--- src/rtl/rgb_pkg.sv ---
// Shared definitions for the RGB colour fader: channel width, FSM state
// encoding and the packed RGB triple used for colour registers.
package rgb_pkg;

    localparam int unsigned COLOR_W = 8;

    typedef enum logic {
        IDLE = 1'b0,
        FADE = 1'b1
    } state_t;

    typedef struct packed {
        logic [COLOR_W-1:0] r;
        logic [COLOR_W-1:0] g;
        logic [COLOR_W-1:0] b;
    } rgb_t;

endpackage

--- src/rtl/rgb_fade_channel.sv ---
// One colour channel of the fader: saturating step of at most STEP toward
// the target. Purely combinational.
//   current    : present channel value
//   target     : value being faded toward
//   step_en    : apply one step this cycle
//   next_value : current moved toward target (or current when not stepping)
//   at_target  : current already equals target
module rgb_fade_channel
    import rgb_pkg::*;
#(
    parameter int unsigned STEP = 1
) (
    input  logic [COLOR_W-1:0] current,
    input  logic [COLOR_W-1:0] target,
    input  logic               step_en,
    output logic [COLOR_W-1:0] next_value,
    output logic               at_target
);

    localparam int unsigned DIFF_W = COLOR_W + 1;

    logic signed [DIFF_W-1:0] diff;
    logic        [DIFF_W-1:0] mag;
    logic        [COLOR_W-1:0] amt;

    // Step size is min(STEP, |diff|), so the result can never overshoot.
    always_comb begin
        diff       = $signed({1'b0, target}) - $signed({1'b0, current});
        mag        = diff[DIFF_W-1] ? $unsigned(-diff) : $unsigned(diff);
        amt        = (mag > DIFF_W'(STEP)) ? COLOR_W'(STEP) : mag[COLOR_W-1:0];
        at_target  = (diff == '0);
        next_value = current;
        if (step_en && !at_target) begin
            next_value = diff[DIFF_W-1] ? (current - amt) : (current + amt);
        end
    end

endmodule

--- src/rtl/rgb_color_fader.sv ---
// Colour source for the PWM LED controller. Accepts a target colour over a
// valid/ready handshake and ramps the current colour toward it by at most
// STEP per channel on every (rate+1)-th sync pulse.
//   clk, rst              : clock, asynchronous active-high reset
//   sync                  : start-of-PWM-cycle pulse from the controller
//   target_r/g/b, rate    : new target colour and step divider
//   target_valid/ready    : handshake for the target
//   rcolor_o/gcolor_o/bcolor_o : current colour to the controller
//   busy                  : fade in progress
//   done                  : one-cycle pulse when the fade completes
module rgb_color_fader
    import rgb_pkg::*;
#(
    parameter int unsigned STEP   = 1,
    parameter int unsigned RATE_W = 8
) (
    input  logic               clk,
    input  logic               rst,
    input  logic               sync,
    input  logic [COLOR_W-1:0] target_r,
    input  logic [COLOR_W-1:0] target_g,
    input  logic [COLOR_W-1:0] target_b,
    input  logic               target_valid,
    output logic               target_ready,
    input  logic [RATE_W-1:0]  rate,
    output logic [COLOR_W-1:0] rcolor_o,
    output logic [COLOR_W-1:0] gcolor_o,
    output logic [COLOR_W-1:0] bcolor_o,
    output logic               busy,
    output logic               done
);

    state_t              state;
    rgb_t                cur_q;
    rgb_t                tgt_q;
    rgb_t                nxt;
    logic [RATE_W-1:0]   rate_q;
    logic [RATE_W-1:0]   tick_q;
    logic [2:0]          at_tgt;
    logic                all_at;
    logic                step_c;

    assign all_at = &at_tgt;
    // Completion has priority, so no step is requested once all channels match.
    assign step_c = (state == FADE) && sync && (tick_q == rate_q) && !all_at;

    rgb_fade_channel #(.STEP(STEP)) u_ch_r (
        .current    (cur_q.r),
        .target     (tgt_q.r),
        .step_en    (step_c),
        .next_value (nxt.r),
        .at_target  (at_tgt[0])
    );

    rgb_fade_channel #(.STEP(STEP)) u_ch_g (
        .current    (cur_q.g),
        .target     (tgt_q.g),
        .step_en    (step_c),
        .next_value (nxt.g),
        .at_target  (at_tgt[1])
    );

    rgb_fade_channel #(.STEP(STEP)) u_ch_b (
        .current    (cur_q.b),
        .target     (tgt_q.b),
        .step_en    (step_c),
        .next_value (nxt.b),
        .at_target  (at_tgt[2])
    );

    // FSM, handshake capture, sync-tick divider and colour registers.
    always_ff @(posedge clk or posedge rst) begin
        if (rst) begin
            state  <= IDLE;
            cur_q  <= '0;
            tgt_q  <= '0;
            rate_q <= '0;
            tick_q <= '0;
            done   <= 1'b0;
        end else begin
            done <= 1'b0;
            case (state)
                IDLE: begin
                    if (target_valid) begin
                        tgt_q  <= '{r: target_r, g: target_g, b: target_b};
                        rate_q <= rate;
                        tick_q <= '0;
                        state  <= FADE;
                    end
                end
                FADE: begin
                    if (all_at) begin
                        state <= IDLE;
                        done  <= 1'b1;
                    end else if (sync) begin
                        if (tick_q == rate_q) begin
                            tick_q <= '0;
                            cur_q  <= nxt;
                        end else begin
                            tick_q <= tick_q + RATE_W'(1);
                        end
                    end
                end
                default: state <= IDLE;
            endcase
        end
    end

    assign rcolor_o     = cur_q.r;
    assign gcolor_o     = cur_q.g;
    assign bcolor_o     = cur_q.b;
    assign busy         = (state == FADE);
    assign target_ready = (state == IDLE) && !rst;

endmodule

--- config.mk ---
export PLATFORM = sky130hd
export DESIGN_NAME = rgb_color_fader
export DESIGN_NICKNAME = d
export VERILOG_FILES = /design/src/rtl/rgb_pkg.sv /design/src/rtl/rgb_fade_channel.sv /design/src/rtl/rgb_color_fader.sv
export SDC_FILE = /design/constraint.sdc
export NUM_CORES = 1
export LEC_CHECK = 0
export CAP_MARGIN = 20
export CORE_UTILIZATION = 60
export DETAILED_ROUTE_END_ITERATION = 16
export PLACE_DENSITY = 0.93
export SLEW_MARGIN = 20
export SYNTH_ARGS = -nofsm -noshare
export SYNTH_HDL_FRONTEND = slang
export SYNTH_HIERARCHICAL = 1
export SYNTH_SLANG_ARGS = --single-unit
--- constraint.sdc ---
create_clock -name clk -period 11.66 [get_ports clk]
set_input_delay 1.166 -clock clk [delete_from_list [all_inputs] [get_ports clk]]
set_output_delay 1.166 -clock clk [all_outputs]
set_load 0.02 [all_outputs]
==> results.yml <==
worst_setup_path:
  path_max_fanout: 7
  path_delay_family: "compound AO/OA/AOI/OAI gates"
  crit_buf_inv: 2
  worstPathArrival_ns: 6.24
  reg2reg_slack_ns: 5.66
  cp_common_cell: "ha_1"
  crit_type: "register to register"
  startpoint_type: "register"
  max_stage_delay_ns: 0.52
  critical_path.slowest_cell: "a2111oi_0"
  crit_cells: 25
  cp_data_required_time_ns: 11.90
  cp-end-kind: "register"
  r2r_cells: 25
min_path:
  whs_path_depth: 1
  hp-class: "register to register"
floorplan:
  start_util: 0.619
  io_pins: 63
  core_area_um2: 10300
  die_height_um: 105
  rows: 37
  die_width_um: 105
  dieArea_um2: 11100
synth:
  avgSynthCellArea_um2: 9.34
  synth_ff_type: "dfrtp_1"
  yosysTopAreaCell: "dfrtp_1"
  ys_warn_count: 6
  synth.area.top_cells: "dfrtp_1 (26%), ha_1 (10%), mux2_2 (7.1%), mux2_4 (4.5%), inv_1 (3.4%)"
  synth_fp_nets: 778
  synth_area_um2: 6390
  yosysTopAreaCellShare: 0.259
  synth_edf_count: 0
  netlist_instances: 684
  yosysSeqAreaShare: 0.259
  synth_seq_cells: 66
  synth_common_cells: "dfrtp_1 (66), inv_1 (58), ha_1 (52), nand2_1 (52), nor2_1 (42)"
  yosysMostFrequentCell: "dfrtp_1"
  synth_cell_types: 90
  async_reset_ff_frac: 1.00
detailed_routing:
  drt_first_pass_iters: 5
  drtIter0Drc: 369
  drc: 0
  via_count: 5429
  postRouteAntennaNets: 0
  wl_per_cell_um: 16.9
  wl_um: 14900
  viasPerCell: 6.16
global_routing:
  grt_overflow: 0
  track_usage: 0.284
  grt_antenna_before_repair: 0
  grt_max_degree: 67
  grt_pass1_vias: 5556
  grt_pass1_wl_um: 25300
timing:
  fin_tns_setup_ns: 0
  clock_skew_ns: 0.0110
  period_minus_slack_ns: 6.00
  tightestPinTransition_ns: 1.04
  maxSlewHeadroom: 0.306
  post-route-period-util: 0.515
  max_freq_ghz: 0.167
  hold_violations: 0
  slew_violations: 0
  rsz0062_at_grt: "no"
  setup_viol: 0
status:
  status: "complete, no violations"
clock_network:
  ctsHoldBuffers: 0
  cts_tree: "done"
  clk_pin_slew_ns: 0.08
  postCtsSetupRepairBufs: 0
  root_buffer: "clkbuf_8"
  cts_buffers: 9
  htree_levels: 3
  clk_latency_ns: 0.36
  cts_sinks: 66
  cts_buffer_depth: 2
  cts_resized: 0
final_layout:
  finalInstanceArea_um2: 7250
  seqCellArea_um2: 1650
  synthToLayoutAreaGrowth_pct: 13.5
  antennaDiodeCount: 0
  stdcell_count: 882
  layout.nets: 835
  drive_above_1_share: 0.161
  final_core_util: 0.702
  multi_input_area_um2: 4400
  fill_cells: 775
pwr:
  p_per_area_nw_per_um2: 107
  fin_total_pwr_mw: 0.775
  ir_worst_vdd_v: 0.0000581
  p_leak_nw: 3.31
placement:
  port_buffers: 62
  dpl-instance-area_um2: 7080
  dp_hpwl_um: 11400
  dp_cells: 866
  place.gp.congestion: 0.904
flow_run:
  drv_cap: 0
-- cell type report --
class | count | share of cell area
repair buffers | 64 | 0.0877
clock inverters | 6 | 0.00604
clock buffers | 10 | 0.0176
flip-flops and latches | 66 | 0.228
multi-input cells | 542 | 0.607
inverters | 58 | 0.0300
well taps | 136 | 0.0235
-- through the flow --
step,hold slack (ns),setup WS [ns]
2_1_floorplan,0.481,6.55
3_3_place_gp,0.493,6.13
3_5_place_dp,0.499,5.82
4_1_cts,0.515,5.78
5_1_grt,0.531,5.32
6_report,0.510,5.66
-- cells in the final DEF, fill, tap and decap left out, types with 9 or more instances in the layout --
master           Yosys  routed
mux2_2              40      40
o21ai_0             28      28
nand2_1             52      52
xnor2_1             18      18
o21ai_1             12      12
nor2b_1             11      10
nor2_1              42      42
clkdlybuf4s50_1      0      62
nand2b_1            11      11
inv_1               58      57
dfrtp_1             66      66
a21o_1              18      18
a21oi_1             22      22
o211ai_1             9       9
xor2_1              16      16
nor3_1              10      10
clkbuf_8             0       9
nand3_1             17      17
ha_1                52      52
mux2_4              19      19
-- sequential cells by signal, summed over array words and instances (netlist names) --
signal and cells:
tgt_q 24, bcolor_o 8, gcolor_o 8, rate_q 8
rcolor_o 8, tick_q 8, busy 1, done 1
-- final timing paths --
| kind | end | start |
|---|---|---|
| max | bcolor_o[7] | bcolor_o[0] |
| min | tgt_q[8] | tgt_q[8] |
| max reg2reg | bcolor_o[7] | bcolor_o[0] |
| min reg2reg | tgt_q[8] | tgt_q[8] |
| max in group asynchronous | gcolor_o[0] | rst |
| min in group asynchronous | rate_q[4] | rst |
-- power by group --
part / switching, mW / leakage (nW) / internal [mW] / total (mW)
Sequential: 0.0197 / 0.837 / 0.249 / 0.269
Combinational: 0.190 / 2.38 / 0.141 / 0.331
Clock: 0.0983 / 0.0862 / 0.0775 / 0.176
Total: 0.308 / 3.31 / 0.467 / 0.775
-- metal layers --
layer	global-route usage	routed length, um
met2	0.507	7560
met1	0.345	6420
met3	0.0349	579
met4	0.117	342
met5	0	0
-- kinds of logic (layout without fill, tap and decap cells) --
| logic type | after synthesis | count (layout) | synth area share |
|---|---|---|---|
| and+or+nand+nor | 204 | 204 | 0.176 |
| AOI/OAI and AO/OA | 175 | 175 | 0.213 |
| buffers and inverters | 76 | 138 | 0.0533 |
| muxes | 68 | 68 | 0.130 |
| DFF | 66 | 66 | 0.259 |
| adders and majority gates | 58 | 58 | 0.121 |
| xor gates and xnor gates | 34 | 34 | 0.0466 |
| other | 3 | 3 | 0.00176 |
Power figures use the tool's default switching activity.
